--- config.mk ---
export PLATFORM = sky130hd
export DESIGN_NAME = tx_burst_ctrl_flat
export DESIGN_NICKNAME = d
export VERILOG_FILES = /design/src/rtl/tx_burst_ctrl_if.sv /design/src/rtl/tx_burst_ctrl.sv /design/src/flat_wrapper.sv
export SDC_FILE = /design/constraint.sdc
export NUM_CORES = 1
export LEC_CHECK = 0
export CAP_MARGIN = 20
export CORE_UTILIZATION = 59
export DETAILED_ROUTE_END_ITERATION = 10
export PLACE_DENSITY_LB_ADDON = 0.2
export SYNTH_ARGS = -nofsm -noshare
export SYNTH_HDL_FRONTEND = slang
export SYNTH_SLANG_ARGS = --single-unit
--- constraint.sdc ---
create_clock -name clk -period 4.15 [get_ports clk]
set_input_delay 0.415 -clock clk [delete_from_list [all_inputs] [get_ports clk]]
set_output_delay 0.415 -clock clk [all_outputs]
set_load 0.005 [all_outputs]
--- src/rtl/tx_burst_ctrl_if.sv ---
// Handshake and status bundle between the start/abort source and the
// transmit burst sequencer.
interface tx_burst_ctrl_if #(
   parameter int CNT_W = 16,
   parameter int GAP_W = 16
);

   logic             start;
   logic             abort;
   logic [CNT_W-1:0] burst_len;
   logic [GAP_W-1:0] gap_len;
   logic [3:0]       speed_sel;

   logic             send_enable;
   logic             frame_active;
   logic [3:0]       speed_ctr;
   logic             busy;
   logic             done;
   logic             aborted;
   logic [CNT_W-1:0] frames_sent;

   modport master (
      output start, abort, burst_len, gap_len, speed_sel,
      input  send_enable, frame_active, speed_ctr, busy, done, aborted, frames_sent
   );

   modport slave (
      input  start, abort, burst_len, gap_len, speed_sel,
      output send_enable, frame_active, speed_ctr, busy, done, aborted, frames_sent
   );

endinterface

--- src/rtl/tx_burst_ctrl.sv ---
// Transmit burst sequencer: issues burst_len frame-start pulses to the PRBS
// frame generator, separated by gap_len idle cycles, with abort support.
module tx_burst_ctrl #(
   parameter int FRAME_WORDS = 20,
   parameter int CNT_W       = 16,
   parameter int GAP_W       = 16
) (
   input  logic           clk,
   input  logic           rst,
   tx_burst_ctrl_if.slave bus
);

   localparam int WORD_W = (FRAME_WORDS > 1) ? $clog2(FRAME_WORDS) : 1;
   localparam logic [WORD_W-1:0] LAST_WORD = WORD_W'(FRAME_WORDS - 1);

   typedef enum logic [2:0] {IDLE, SEND, FRAME, GAP, DONE} state_t;

   state_t            state, state_next;
   logic [WORD_W-1:0] word_cnt, word_cnt_next;
   logic [GAP_W-1:0]  gap_cnt, gap_cnt_next;
   logic [GAP_W-1:0]  gap_q, gap_q_next;
   logic [CNT_W-1:0]  len_q, len_q_next;
   logic [CNT_W-1:0]  frames_next;
   logic [3:0]        speed_next;
   logic              aborted_next;

   // Abort overrides every busy-state exit; a partial frame is never counted.
   always_comb begin
      state_next    = state;
      word_cnt_next = word_cnt;
      gap_cnt_next  = gap_cnt;
      gap_q_next    = gap_q;
      len_q_next    = len_q;
      frames_next   = bus.frames_sent;
      speed_next    = bus.speed_ctr;
      aborted_next  = 1'b0;

      if (state != IDLE && bus.abort) begin
         state_next   = IDLE;
         aborted_next = 1'b1;
      end else begin
         case (state)
            IDLE: begin
               if (bus.start && !bus.abort) begin
                  len_q_next    = bus.burst_len;
                  gap_q_next    = bus.gap_len;
                  speed_next    = bus.speed_sel;
                  frames_next   = '0;
                  word_cnt_next = '0;
                  gap_cnt_next  = '0;
                  state_next    = (bus.burst_len == '0) ? DONE : SEND;
               end
            end
            SEND: begin
               word_cnt_next = '0;
               state_next    = FRAME;
            end
            FRAME: begin
               if (word_cnt == LAST_WORD) begin
                  frames_next = bus.frames_sent + 1'b1;
                  if (frames_next == len_q) begin
                     state_next = DONE;
                  end else if (gap_q == '0) begin
                     state_next = SEND;
                  end else begin
                     gap_cnt_next = '0;
                     state_next   = GAP;
                  end
               end else begin
                  word_cnt_next = word_cnt + 1'b1;
               end
            end
            GAP: begin
               if (gap_cnt == gap_q - 1'b1) begin
                  state_next = SEND;
               end else begin
                  gap_cnt_next = gap_cnt + 1'b1;
               end
            end
            DONE: begin
               state_next = IDLE;
            end
            default: begin
               state_next = IDLE;
            end
         endcase
      end
   end

   // Outputs are registered from the next state so they line up with it.
   always_ff @(posedge clk or posedge rst) begin
      if (rst) begin
         state            <= IDLE;
         word_cnt         <= '0;
         gap_cnt          <= '0;
         gap_q            <= '0;
         len_q            <= '0;
         bus.send_enable  <= 1'b0;
         bus.frame_active <= 1'b0;
         bus.speed_ctr    <= '0;
         bus.busy         <= 1'b0;
         bus.done         <= 1'b0;
         bus.aborted      <= 1'b0;
         bus.frames_sent  <= '0;
      end else begin
         state            <= state_next;
         word_cnt         <= word_cnt_next;
         gap_cnt          <= gap_cnt_next;
         gap_q            <= gap_q_next;
         len_q            <= len_q_next;
         bus.send_enable  <= (state_next == SEND);
         bus.frame_active <= (state_next == FRAME);
         bus.speed_ctr    <= speed_next;
         bus.busy         <= (state_next != IDLE);
         bus.done         <= (state_next == DONE);
         bus.aborted      <= aborted_next;
         bus.frames_sent  <= frames_next;
      end
   end

endmodule
--- src/flat_wrapper.sv ---
// flat-port wrapper written by rule: the top's interface ports become plain ports
module tx_burst_ctrl_flat 
#(
   parameter int FRAME_WORDS = 20,
   parameter int CNT_W       = 16,
   parameter int GAP_W       = 16
)
  (clk, rst, bus_start, bus_abort, bus_burst_len, bus_gap_len, bus_speed_sel, bus_send_enable, bus_frame_active, bus_speed_ctr, bus_busy, bus_done, bus_aborted, bus_frames_sent);
  tx_burst_ctrl_if #(.CNT_W(CNT_W), .GAP_W(GAP_W)) bus_i ();
  input  logic clk;
  input  logic rst;
  input wire logic [$bits(bus_i.start)-1:0] bus_start;
  input wire logic [$bits(bus_i.abort)-1:0] bus_abort;
  input wire logic [$bits(bus_i.burst_len)-1:0] bus_burst_len;
  input wire logic [$bits(bus_i.gap_len)-1:0] bus_gap_len;
  input wire logic [$bits(bus_i.speed_sel)-1:0] bus_speed_sel;
  output wire logic [$bits(bus_i.send_enable)-1:0] bus_send_enable;
  output wire logic [$bits(bus_i.frame_active)-1:0] bus_frame_active;
  output wire logic [$bits(bus_i.speed_ctr)-1:0] bus_speed_ctr;
  output wire logic [$bits(bus_i.busy)-1:0] bus_busy;
  output wire logic [$bits(bus_i.done)-1:0] bus_done;
  output wire logic [$bits(bus_i.aborted)-1:0] bus_aborted;
  output wire logic [$bits(bus_i.frames_sent)-1:0] bus_frames_sent;
  assign bus_i.start = bus_start;
  assign bus_i.abort = bus_abort;
  assign bus_i.burst_len = bus_burst_len;
  assign bus_i.gap_len = bus_gap_len;
  assign bus_i.speed_sel = bus_speed_sel;
  assign bus_send_enable = bus_i.send_enable;
  assign bus_frame_active = bus_i.frame_active;
  assign bus_speed_ctr = bus_i.speed_ctr;
  assign bus_busy = bus_i.busy;
  assign bus_done = bus_i.done;
  assign bus_aborted = bus_i.aborted;
  assign bus_frames_sent = bus_i.frames_sent;
  tx_burst_ctrl #(.FRAME_WORDS(FRAME_WORDS), .CNT_W(CNT_W), .GAP_W(GAP_W)) u_core (.clk(clk), .rst(rst), .bus(bus_i));
endmodule
Word-level counts from Yosys, hierarchy flattened
Cells that the tools add are included.
Word-level totals
  flip-flop bits (word level): 81
  output and inout port bits: 25
  word-level logic and storage cells: 67
Cells by class
  add/subtract/negate cells: 4
  equal/unequal tests: 15
  mux-type cells: 20
  bitwise logic cells: 1
  reductions and logical operators: 15
Operators by type and width (count)
  16-bit two-way mux: 6
  16-bit one-hot mux with 3 select lines: 1
  16-bit by 1-bit adder with 16-bit output, second input constant: 2
  16-bit equality test: 2
  16-bit zero test: 2
  16-bit one-hot mux with 2 select lines: 1
  3-bit two-way mux: 6
  16-bit by 1-bit subtractor with 16-bit output, second input constant: 1
  5-bit one-hot mux with 3 select lines: 1
  3-bit one-hot mux with 4 select lines: 1
  3-bit nonzero test: 4
  5-bit two-way mux: 2
  3-bit by 2-bit equality test with 1-bit output, second input constant: 3
  2-bit != test, second input constant: 4
  4-bit AND reduction: 2
  7-bit AND reduction: 1
  3-bit by 1-bit equality test with 1-bit output, second input constant: 2
  5-bit by 1-bit adder with 5-bit output, second input constant: 1
  5-bit equality test, second input constant: 1
  2-bit by 1-bit != test with 1-bit output, second input constant: 2
  3-bit equality test, second input constant: 1
  3-bit zero test: 1
  3-bit AND reduction: 1
  1-bit logical AND: 2
  5 further kinds: 5

Longest topological paths before layout
Gate-level depths: netlist of the first run.
  word-level depth: 7
  mapped depth: 13

Worst setup path before layout of the first run
No wires, ideal clock.
  path kind: reg2reg
  start point: register u_core.gap_q[0]
  end point: register u_core.gap_cnt[10]
  setup time: 77 ps
  data arrival time: 2790 ps
  slack: 1283 ps
  stages on the path, launching flop included: 13
  path buffers: 2
  cell sequence: dfrtp_1 -> inv_1 -> ha_1 -> or3b_1 -> buf_2 -> mux2_1 -> a211oi_2 -> nor4_2 -> o31ai_2 -> nor3_2 -> buf_4 -> or4_1 -> a21oi_1
On the way
  word-level cells in the longest chain between the ends: 4
  elaborated cells on any way between the ends: 6
Ends and longest elaborated chain
  start, declared: RTL line tx_burst_ctrl.sv:21  | logic [GAP_W-1:0] gap_q, gap_q_next;
  start signal, assigned: RTL line tx_burst_ctrl.sv:109  | gap_q <= gap_q_next;
  16-bit by 1-bit subtractor with 16-bit output: RTL line tx_burst_ctrl.sv:74  | if (gap_cnt == gap_q - 1'b1) begin
  16-bit equality test: RTL line tx_burst_ctrl.sv:74
  2-bit != test (no line)
  7-bit AND reduction (no line) (*)
  end signal, assigned: RTL line tx_burst_ctrl.sv:108  | gap_cnt <= gap_cnt_next;
  end, declared: RTL line tx_burst_ctrl.sv:20  | logic [GAP_W-1:0] gap_cnt, gap_cnt_next;
Mark *: on every way between the ends. The rest lies on a longest branch, timed or not.
A chain may end at the register's enable or synchronous reset.

Worst setup path in the final report of the first run
  start point: register u_core.gap_q[0]
  end point: register u_core.gap_cnt[8]
Same word-level chain as after synthesis.

==> flow_results.org, run 1 <==
** Timing
- Setup repair after global routing left no endpoint under its margin.
- Max Fclk :: just under 300 MHz
- In the finished design, the share of the clock period the worst path needs comes to 82.1%.
- Final hold violation count :: 0
- At the pin with the least slew margin, the transition time is about 950 ps.
- Setup violations remaining at the end of the flow were counted as 0.
- Measured against its own limit, the worst slew margin works out to between 30 and 40%.
- The count of pins over their slew limit was 0.
- Final setup skew :: 10.1 ps
- The worst path needs approximately 3400 ps of the cycle, external delays included.
- After routing, the total negative slack on setup checks comes to 0 ps.

** Critical path
- Along the worst path, the maximum fanout reaches 20.
- Startpoint of the lowest-slack register-to-register path :: u_core.gap_q[0]
- In this run the register-to-register setup slack is approximately 740 ps.
- Critical path capture point type :: flip-flop
- Among all stages on the critical path, the largest delay is contributed by nor3b_1.
- STA classifies the critical path startpoint as a flip-flop.
- For the worst setup path, the data required time is 4430 ps.
- The most critical setup path has its endpoint at u_core.gap_cnt[8].
- Data on the critical path arrives at its endpoint at 3680 ps.
- The largest single stage delay on the critical path is 620 ps.
- Crit path launch :: u_core.gap_q[0]
- Setup CP Type :: reg2reg
- Family with the most delay on the worst path :: simple AND/OR/NAND/NOR gates
- Counting cells, the worst reg-to-reg path comes to 11.
- The critical path crosses 11 cells after its start point.
- Count of buffer and inverter cells on the critical path :: 2
- R2R Path End :: u_core.gap_cnt[8]
- CP Cell Sequence :: inv_1, ha_1, nor3b_1, and4_1, xnor2_1, a211oi_1, o22ai_1, nor3_2, buf_4, or4_1, a21oi_1

** Placed design
- After detailed placement, the total cell area comes to 5530 sq um.
- Routability-driven placement finished with a final weighted congestion of between 0.8 and 0.9.
- Counting tap cells, the placed design contains a total of ~680 instances.
- Placed wire-length estimate :: 8.29 mm
- I/O Buffers :: 64

** Drt
- The first detailed-routing pass ran for 7 iterations.
- After detailed routing, the number of vias per cell comes to 6.25.
- The detail route stage leaves a number of antenna-violating nets equal to 0.
- Routed wire length per instance :: about 17 um
- In this run, the number of DRC markers left after iteration 0 of detailed routing was 306.
- The routed layout has 4325 vias.
- Routed WL :: 11.7 mm
- In the routed design, unresolved DRC markers number 0.

** Clock network
- H-tree depth reported by CTS :: 3
- Register clock-pin slew on the reported worst setup and hold paths :: 90 ps
- The clock reaches the later pin of the worst-skew pair after 360 ps.
- Post-CTS repair timing setup buffer count :: 0
- Num CTS Buffers :: 9
- In this run the clock root is driven by a clkbuf_8.
- In this run the deepest clock path goes through 2 buffers.
- TritonCTS built the clock tree.
- Hold buffer count at CTS :: 0
- Number of instances resized during post-cts repair :: 0
- The clock drives 81 sinks.

** Logic synthesis
- The number of different library cells used by synthesis comes to 69.
- Most area-consuming cells after synthesis :: dfrtp_1 (42%), nand2_1 (7.5%), xnor2_1 (4.3%)
- The cell area that synthesis handed to floorplanning was 4880 sq um.
- Synthesized net count :: 581
- In the synthesized netlist, the number of instances is ~540.
- Counting flops with a built-in enable in the synthesized netlist gives 0.
- The Yosys step of the flow raised 0 warnings.
- List of most frequent post-synthesis cells :: nand2_1 (97), dfrtp_1 (81), nor2_1 (34)
- After synthesis, the mean cell area works out to 9.09 sq um.
- Of the synthesized area, sequential elements account for approximately two fifths.
- In the synthesized netlist the async set-or-reset flop fraction comes to 100%.
- The synthesized design spends more area on one cell type than any other, namely dfrtp_1.
- The top cell type by area accounts for 41.5% of the synthesized area.
- Leading register cell type out of synthesis :: dfrtp_1
- Register bit total from synthesis :: 81
- Top-count cell post-synth :: nand2_1

** Final layout
- Area of all sequential standard cells :: 2030 sq um
- Diodes inserted :: 0
- After the last flow step, the layout net total stands at 629.
- Excluding fillers, the count of instances in the completed layout stands at 692.
- Finished Cell Area :: 5730 sq um
- The multi-input combinational cells in the finished layout cover a total of between 2000 and 3000 sq um.
- Relative area change from synthesis to final layout :: 17.4%
- Cells fill between 70% and 80% of the core in the end.
- Fraction of layout cells with a size suffix above 1 :: 9.15%
- After filler insertion, the fill cell instance count of the layout stands at 599.

** Min path
- The worst hold path belongs to the class reg2reg.
- In this run the most critical hold path is launched from u_core.bus.speed_ctr[2].

** Global route
- Wire length of the first global-routing pass :: 19.3 mm
- Grt total ovfl :: 0
- For this run, the total global-route usage over all layers was measured as between 20% and 30%.
- Entering global routing, the biggest net connects 55 pins.
- The number of global-route vias before repair was 4114.
- Antenna violations before repair :: 0

** Power
- Power, Total :: 2.97 mW
- Worst supply voltage drop on vdd :: 0.358 mV
- Summed over all cells, the static leakage comes to 2.36 nW.
- Power spread over the standard cell area amounts to 519 nW/um^2.

** Floorplanning
- Ports placed on the boundary :: 65
- The die is 93.0 um tall.
- Standard-cell row count :: 32
- Starting Density :: just over 60%
- Overall die width :: 93.0 um
- Floorplan die area :: 8640 sq um
- Core Box Area :: 7850 sq um

** Outcome
- The run finished with clean final reports.

** Run
- Maximum Capacitance Violations :: 0
## how the worst min path moves through the flow
| stage | cells after the start | slack, ps | to |
|---|---|---|---|
| 2_1_floorplan | 2 | 470 | u_core.bus.speed_ctr[0] |
| 3_3_place_gp | 2 | 460 | u_core.bus.speed_ctr[2] |
| 3_5_place_dp | 2 | 470 | u_core.bus.speed_ctr[2] |
| 4_1_cts | 2 | 490 | u_core.bus.speed_ctr[2] |
| 5_1_grt | 2 | 520 | u_core.bus.speed_ctr[3] |
| 6_report | 2 | 480 | u_core.bus.speed_ctr[2] |
## sequential cells by signal, indices dropped and copies added (netlist names)
signal and count:
u_core.state 3, u_core.bus.send_enable 1, u_core.bus.aborted 1, u_core.gap_q 16, u_core.bus.busy 1, u_core.gap_cnt 16, u_core.word_cnt 5, u_core.len_q 16
u_core.bus.done 1, u_core.bus.frame_active 1, u_core.bus.frames_sent 16, u_core.bus.speed_ctr 4
## area by class of cell
| cell class | instances | share of cell area (%) |
|---|---|---|
| Multi-Input combinational cell | 418 | 46.7 |
| Timing Repair Buffer | 69 | 11.8 |
| Sequential cell | 81 | 35.4 |
| Tap cell | 102 | 2.23 |
| Inverter | 6 | 0.415 |
| Clock inverter | 6 | 1.18 |
| Clock buffer | 10 | 2.23 |
## power by group
group / total (mW) / switching (mW) / internal, mW / leakage [nW]
sequential: 1.25 / 0.246 / 0.999 / 1.06
combinational: 1.15 / 0.616 / 0.533 / 1.21
clock: 0.580 / 0.300 / 0.280 / 0.0929
total: 2.97 / 1.16 / 1.81 / 2.36
## cells by family (layout without fill, tap and decap cells)
family / count (synthesis) / after routing / share of synthesized area [%]
XOR/XNOR: 39 / 39 / 7.28
multiplexers: 27 / 27 / 6.02
buffers and inverters: 38 / 91 / 3.61
adder cells (fa/ha/maj): 4 / 4 / 1.03
AO/OA/AOI/OAI: 99 / 99 / 13.7
AND/OR/NAND/NOR: 249 / 249 / 26.8
flip-flops: 81 / 81 / 41.5
## through the flow
| step | hold slack, ps | setup WS, ps |
|---|---|---|
| final | 481 | 744 |
| after global routing | 525 | 590 |
| after CTS | 487 | 786 |
| after floorplan | 470 | 1280 |
| after global placement | 457 | 1080 |
| after detailed placement | 466 | 834 |
## placed cells by master, fill, tap and decap left out, drive strengths merged, types with 17 or more instances in the layout
| cell | instances |
|---|---|
| mux2 | 19 |
| xnor2 | 24 |
| clkdlybuf4s50 | 64 |
| dfrtp | 81 |
| nor2 | 34 |
| nand2 | 97 |
| nand3 | 18 |
| nor3 | 21 |
| o31ai | 18 |
| a21oi | 17 |
| o21ai | 29 |
## per-layer routing
metal  GRT usage, %  vias to the layer above  wire (um)
met4           11.4                        0        281
met3           4.60                       29        731
li1               -                     2030          -
met2           45.0                      175       5610
met5              0                        -          0
met1           38.6                     2091       5040
## worst min-delay path, stage by stage, from the launching register on
cell     delay [ps]
dfrtp_1         350
nand2_1          50
nand2_1          50
(Power assumes the default switching activity.)
==> inputs of run 2 (changes only) <==
--- a/config.mk
+++ b/config.mk
@@ -6,7 +6,7 @@
 export NUM_CORES = 1
 export LEC_CHECK = 0
 export CAP_MARGIN = 20
-export CORE_UTILIZATION = 59
+export CORE_UTILIZATION = 50
 export DETAILED_ROUTE_END_ITERATION = 10
 export PLACE_DENSITY_LB_ADDON = 0.2
 export SYNTH_ARGS = -nofsm -noshare
==> constraint.sdc (replaced) <==
create_clock -name clk -period 3.13 [get_ports clk]
set_input_delay 0.313 -clock clk [delete_from_list [all_inputs] [get_ports clk]]
set_output_delay 0.313 -clock clk [all_outputs]
set_load 0.005 [all_outputs]
==> run 2 against run 1 <==
Effect of this change:
- critical endpoint is now u_core.gap_cnt[1]
- sequential share of layout area down 1.1 points
- critical path depth decreased by 3
- wire length up 0.69%
- cell count increased by 5.3%
- core utilization shrank 9.6 points
- register-to-register slack worse by 630 ps
- combinational power rose by 42%
- highest routed layer unchanged
==> flow_results.org, run 2 (synthesis gave the netlist of run 1 again) <==
** Outcome
- The flow ran to the end, and the final reports show no timing, DRC or antenna violations.

** Final layout
- Compared with the post-synthesis result, the final layout area differs by 21.1%.
- 0 antenna diodes ended up in the layout.
- Leaving out fill and tap cells, the most frequent cells in the layout are nand2_1 (97), dfrtp_1 (81), clkdlybuf4s50_1 (64).
- At the end of the flow, the number of nets in the layout was around 640.
- Leaving out fill and tap cells, the most frequent cell in the layout is nand2_1.
- Cells with a size suffix above 1 make up between 10% and 20% of the layout.
- After the flow finishes, the layout carries non-filler instances totaling approximately 730.

** Timing
- Portion of the clock cycle consumed by the worst path in the final layout :: 96.2%
- The final hold violation count came to 0.
- Setup violation total in the final timing report :: 0
- Setup repair after global routing missed its margin :: false
- The count of pins over their slew limit was 0.
- Summed over all failing endpoints, the final setup total negative slack is 0 ps.
- At the pin with the least slew margin, the transition time is 861 ps.
- Timing would allow up to 332 MHz.
- The clock period could shrink to roughly 3000 ps.
- Headroom to the max-slew limit came out at approximately 43%.
- The clock arrives with 8.20 ps of skew.

** Drt
- Detailed-routing iteration count for the pre-antenna-repair pass :: 4
- In this run the top signal layer used is met4.
- Once detail routing completed, the nets flagged for antenna violations numbered 0.
- After detailed routing, the average wire length per cell comes to about 16 um.
- M1 wire length :: 5.47 mm
- Wire length on met3 :: 403 um
- Vias per cell :: just under 6
- Number of remaining DRC errors :: 0
- Routed length on met2 :: 5.72 mm
- After the first detailed-routing iteration, the DRC count stood at 229.
- Summed over all layers, the routed wires come to 11.7 mm.
- Via total after detailed routing :: approximately 4200

** Clock network
- H-tree depth reported by CTS :: 3
- TritonCTS clock tree :: built
- The clock passes through at most 2 buffers.
- Hold buffer count at CTS :: 0
- Clk root buf :: clkbuf_8
- CTS saw 81 sinks.
- Clock-pin slew was measured on the worst setup and hold paths at 90 ps.
- Num CTS Buffers :: 9
- Clk_lat worst skew :: about 360 ps

** Floorplanning
- The die covers 10200 sq um.
- Overall die width :: 101 um
- Ports placed on the boundary :: 65
- Core Box Area :: 9330 sq um
- Height of the die :: approximately 100 um
- Standard-cell row count :: 35
- The initial utilization of the core area, before any placement, comes to 52.3%.

** Placed design
- The congestion estimate from routability-driven global placement came to 0.845.
- The number of placed instances, taps included, is 712.
- I/O Buffers :: 64
- Once detailed placement completed, the half-perimeter wirelength came to 8.50 mm.

** Critical path
- Setup CP Type :: reg2reg
- Req. time, crit path :: 3370 ps
- The startpoint identified for the worst register-to-register timing path is u_core.bus.frames_sent[3].
- Startpoint types :: flip-flop
- The critical path starts at u_core.bus.frames_sent[3].
- For the worst setup path, the data arrival time is ~3300 ps.
- Crit Path Max Fanout :: 9
- STA classifies the critical path endpoint as a flip-flop.

** Global route
- The first global-routing pass estimated 20.0 mm of wire.
- Entering global routing, the biggest net connects 50 pins.
- Antenna violations before repair :: 0
- The number of global-route vias before repair is 4087.
- Grt total ovfl :: 0
- Total Routing Usage GR :: between 20 and 30%

** Power
- For this design the ratio of total power to cell area is 687 nW/um^2.
- Leakage Power :: 2.44 nW
- Worst supply voltage drop on vdd :: 0.399 mV

** Min path
- Hold/Removal Path Class :: in2async

** Run
- Max-cap violations in this run came to 0.
==> run 2: cell count changes in the layout (fill, tap and decap cells not counted), moves of 2 or more <==
| cell | change |
|---|---|
| buf_12 | +3 |
| buf_4 | +7 |
| ha_1 | -2 |
| ha_2 | +2 |
==> run 2: final cells by class <==
| cell class | instances | area (sq um) |
|---|---|---|
| fillers | 805 | 3420 |
| clock buffers | 9 | 124 |
| clock inverters | 7 | 77.6 |
| multi-input cells | 418 | 2710 |
| well taps | 129 | 161 |
| flip-flops and latches | 81 | 2030 |
| inverters | 6 | 23.8 |
| repair buffers | 79 | 791 |
==> run 2: metrics by stage <==
| stage | hold slack [ps] | total power, mW | worst slack, ps | cell area, sq um | util [%] |
|---|---|---|---|---|---|
| after floorplan | 418 | 2.73 | 263 | 4880 | - |
| after global placement | 458 | 3.14 | 174 | 5660 | 60.7 |
| after detailed placement | 464 | 3.21 | 66.6 | 5660 | 60.7 |
| after CTS | 448 | 4.01 | 31.0 | 5860 | 62.8 |
| after global routing | 499 | 4.35 | 2.62 | 5910 | 63.4 |
| final | 420 | 4.06 | 117 | 5910 | 63.4 |
==> run 2: final timing paths <==
check,endpoint,slack [ps],cells past startpoint
setup / recovery,u_core.gap_cnt[1],120,8
hold / removal,u_core.bus.speed_ctr[3],420,2
setup reg to reg,u_core.gap_cnt[1],120,8
hold reg to reg,u_core.bus.speed_ctr[3],490,2
max in group asynchronous,u_core.bus.send_enable,2040,3
min in group clk,u_core.gap_q[4],480,3
==> run 2: per-layer routing <==
metal / vias up / track usage, %
li1: 2052 / -
met1: 2063 / 35.2
met2: 99 / 40.6
met3: 14 / 2.50
met4: 0 / 8.03
met5: - / 0
==> run 2: worst max-delay path, cell delays in order, from the launching register on <==
cell and delay, ps:
dfrtp_1 550, nand4_4 190, or4_1 550, a211oi_1 270, o2111ai_1 150, or4_4 610, a21oi_2 190, nor2_1 90
mux2_1 310
==> run 2: repair_timing <==
item | 4_1_cts | 5_1_grt
gates resized for setup | 0 | 6
buffers inserted | 0 | 1
endpoints found under the setup margin | 0 | 19
==> run 2: report_power, final <==
group | switching, mW | internal, mW | total (mW)
clock | 0.423 | 0.376 | 0.799
sequential | 0.305 | 1.32 | 1.63
combinational | 0.852 | 0.779 | 1.63
total | 1.58 | 2.48 | 4.06
==> inputs of run 3 (changes only) <==
--- a/config.mk
+++ b/config.mk
@@ -6,6 +6,7 @@
 export NUM_CORES = 1
 export LEC_CHECK = 0
 export CAP_MARGIN = 20
+export CORE_MARGIN = 4
 export CORE_UTILIZATION = 50
 export DETAILED_ROUTE_END_ITERATION = 10
 export PLACE_DENSITY_LB_ADDON = 0.2
==> run 3 against run 2 <==
Effect of this change:
- worst setup slack gained 21 ps
- wire length grew 3.6%
- clock-buffer cell count grew 1
- hold slack lost 80 ps
- die area grew 12%
- combinational power grew 2%
- sequential power is essentially flat
- sequential share of layout area grew 0.054 points
- register-to-register slack gained 20 ps
- via count grew 1.2%
- critical path depth is the same
- clock power shrank 12%
- critical endpoint unchanged
- largest power group is now combinational logic
==> flow_results.org, run 3 (synthesis gave the netlist of run 1 again) <==
** Floorplanning
- The floorplan has 35 rows.
- Ports placed on the boundary :: 65
- Overall die width :: approximately 110 um
- The floorplan step set the die height to 107 um.
- Core Box Area :: 9370 sq um
- The die covers 11400 sq um.
- For this configuration, the core starts out at a cell density of 52.1%.

** Drt
- Post-route antenna net violation count :: 0
- Wires add up to 12.2 mm.
- The first detailed-routing pass ran for 4 iterations.
- Dividing the detail-routed via count by the number of cells gives 5.79.
- Dividing the detail-routed wire length by the instance count gives roughly 16 um.
- Number of remaining DRC errors :: 0
- Via total after detailed routing :: approximately 4300
- For this block, the initial DRC count from the detailed router was between 150 and 200.

** Global route
- Via count of the first global-routing pass :: about 4100
- The number of antenna violations at the first check in global routing came to 0.
- Largest net degree at the start of global routing :: 39
- The total overflow left after global routing is 0.
- The first global-routing pass estimated 20.2 mm of wire.
- Total Routing Usage GR :: 22.0%

** Run
- The tool flagged a number of max-cap violations equal to 0.

** Placed design
- I/O Buffers :: 64
- The HPWL after detailed placement is 8.91 mm.
- Placed Cells incl. Taps :: 717
- At the end of routability-driven placement, the weighted congestion stood at 0.930.

** Critical path
- CP Cell Sequence :: nand2_1, or4_1, a211oi_1, o2111ai_1, or4_4, a21oi_2, nor2_1, mux2_1
- Data arrival time at the worst-slack endpoint :: 3230 ps
- STA classifies the critical path startpoint as a flip-flop.
- Cell with the biggest individual delay on the critical path :: or4_4
- The endpoint identified for the worst register-to-register timing path is u_core.gap_cnt[1].
- Startpoint of the lowest-slack register-to-register path :: u_core.bus.frames_sent[7]
- Of all nets on the critical path, the largest fanout is 8.
- Setup CP Type :: reg2reg
- Count of buffer and inverter cells on the critical path :: 0
- Family with the most delay on the worst path :: simple AND/OR/NAND/NOR gates
- Setup slack on the worst reg-to-reg path comes out at 140 ps.
- Largest stage delay on the critical path :: slightly above 600 ps
- Critical path capture point type :: flip-flop
- Depth of the worst register-to-register path :: 8
- At the worst endpoint, the required time is 3370 ps.

** Timing
- The final hold violation count came to 0.
- Dividing the final minimum period by the clock period gives 95.6%.
- Setup violations remaining at the end of the flow were counted as 0.
- The worst pin sits at a relative slew slack of 54.9%.
- Max Transition Viols Final :: 0
- Final setup skew :: ~12 ps
- For the pin with the worst max-slew slack, the measured transition is just under 700 ps.
- Max Fclk :: 334 MHz
- Hold timing on the final database bottoms out at a slack of approximately 340 ps.
- Minimum clock period :: 2990 ps

** Power
- Pwr Density :: roughly 680 nW/um^2
- For this design the static power due to leakage is 2.45 nW.
- Worst supply voltage drop on vdd :: 0.355 mV

** Clock network
- The clock reaches the later pin of the worst-skew pair after 360 ps.
- Max clock buf depth :: 2
- Clock tree synthesis selected as its root buffer the cell clkbuf_8.
- TritonCTS built the clock tree.
- The clock drives about 80 sinks.
- H-tree depth reported by CTS :: 3
- Register clock-pin slew on the reported worst setup and hold paths :: 90 ps
- For this design, the CTS-stage hold fixing added 0 buffers.
- The number of clock buffers added by TritonCTS is 9.

** Final layout
- The library cell used most frequently in the layout, excluding fill and tap cells, is nand2_1.
- The library cells used most frequently in the layout, excluding fill and tap cells, are nand2_1 (97), dfrtp_1 (75), clkdlybuf4s50_1 (64).
- Relative to the synthesized area, the layout overhead comes to 21.4%.
- In the final layout, the multi-input gates occupy 2690 sq um.
- Nets :: around 650
- After filler insertion, the fill cell instance count of the layout stands at roughly 830.
- Fraction of layout cells with a size suffix above 1 :: between 10% and 20%
- Post-Layout Cell Count :: 739
- Diodes inserted :: 0
- Across the whole layout, storage elements account for 2030 sq um.

** Outcome
- Status :: finished clean

** Min path
- The path class of the tightest hold or removal check is in2async.
[run 3: cell types whose count changed in the layout (fill, tap and decap cells not counted), moves of 2 or more]
cell and delta:
dfrtp_1 -6, buf_4 +12, buf_12 -2, dfrtp_2 +6
[run 3: area by class of cell]
| class | instances | area share (%) |
|---|---|---|
| tap | 129 | 2.72 |
| sequential | 81 | 34.3 |
| clock buffer | 10 | 2.15 |
| inverter | 6 | 0.401 |
| timing repair buffer | 89 | 14.2 |
| multi-input combinational | 418 | 45.4 |
| clock inverter | 6 | 0.739 |
[run 3: worst reg2reg max path: stages (launching register included)]
cell,delay (ps)
dfrtp_1,520
nand2_1,160
or4_1,510
a211oi_1,310
o2111ai_1,190
or4_4,620
a21oi_2,170
nor2_1,80
mux2_1,320
[run 3: per-stage QoR]
stage                     util, %  area [sq um]  power (mW)  setup WS, ps  setup TNS (ps)
after floorplan                 -          4880        2.73           263               0
after global placement       60.7          5690        3.17           202               0
after detailed placement     60.7          5690        3.24          88.9               0
after CTS                    62.7          5870        3.96          6.46               0
after global routing         63.2          5920        4.27         -22.9           -37.7
final                        63.2          5920        4.00           139               0
[run 3: layer usage]
layer | part of all wire, % | up-vias | global-route usage [%]
li1 | - | 2073 | -
met1 | 45 | 2055 | 29.1
met2 | 48 | 122 | 35.7
met3 | 4.3 | 27 | 5.42
met4 | 2.2 | 0 | 7.03
met5 | 0 | - | 0
[run 3: repair_timing]
action / 4_1_cts / 5_1_grt
endpoints found under the hold margin: 0 / 0
endpoints found under the setup margin: 9 / 19
buffers inserted: 2 / 4
pin swaps: 1 / 2
cloned: 0 / 0
gates resized for setup: 0 / 10
[run 3: how the worst max path moves through the flow]
stage / startpoint / end / slack [ps] / cells past startpoint
after floorplan: u_core.gap_q[0] / u_core.gap_cnt[10] / 260 / 12
after global routing: u_core.gap_q[0] / u_core.gap_cnt[12] / -20 / 11
after global placement: u_core.bus.frames_sent[4] / u_core.gap_cnt[4] / 200 / 8
final: u_core.bus.frames_sent[7] / u_core.gap_cnt[1] / 140 / 8
after detailed placement: u_core.bus.frames_sent[4] / u_core.gap_cnt[12] / 90 / 8
after CTS: u_core.bus.frames_sent[4] / u_core.gap_cnt[1] / 6 / 8
[run 3: where the power goes]
group	leakage [nW]	switching (mW)	total, mW	internal [mW]
Sequential	1.05	0.303	1.63	1.33
Clock	0.0866	0.414	0.705	0.292
Combinational	1.31	0.867	1.67	0.800
Total	2.45	1.58	4.00	2.42
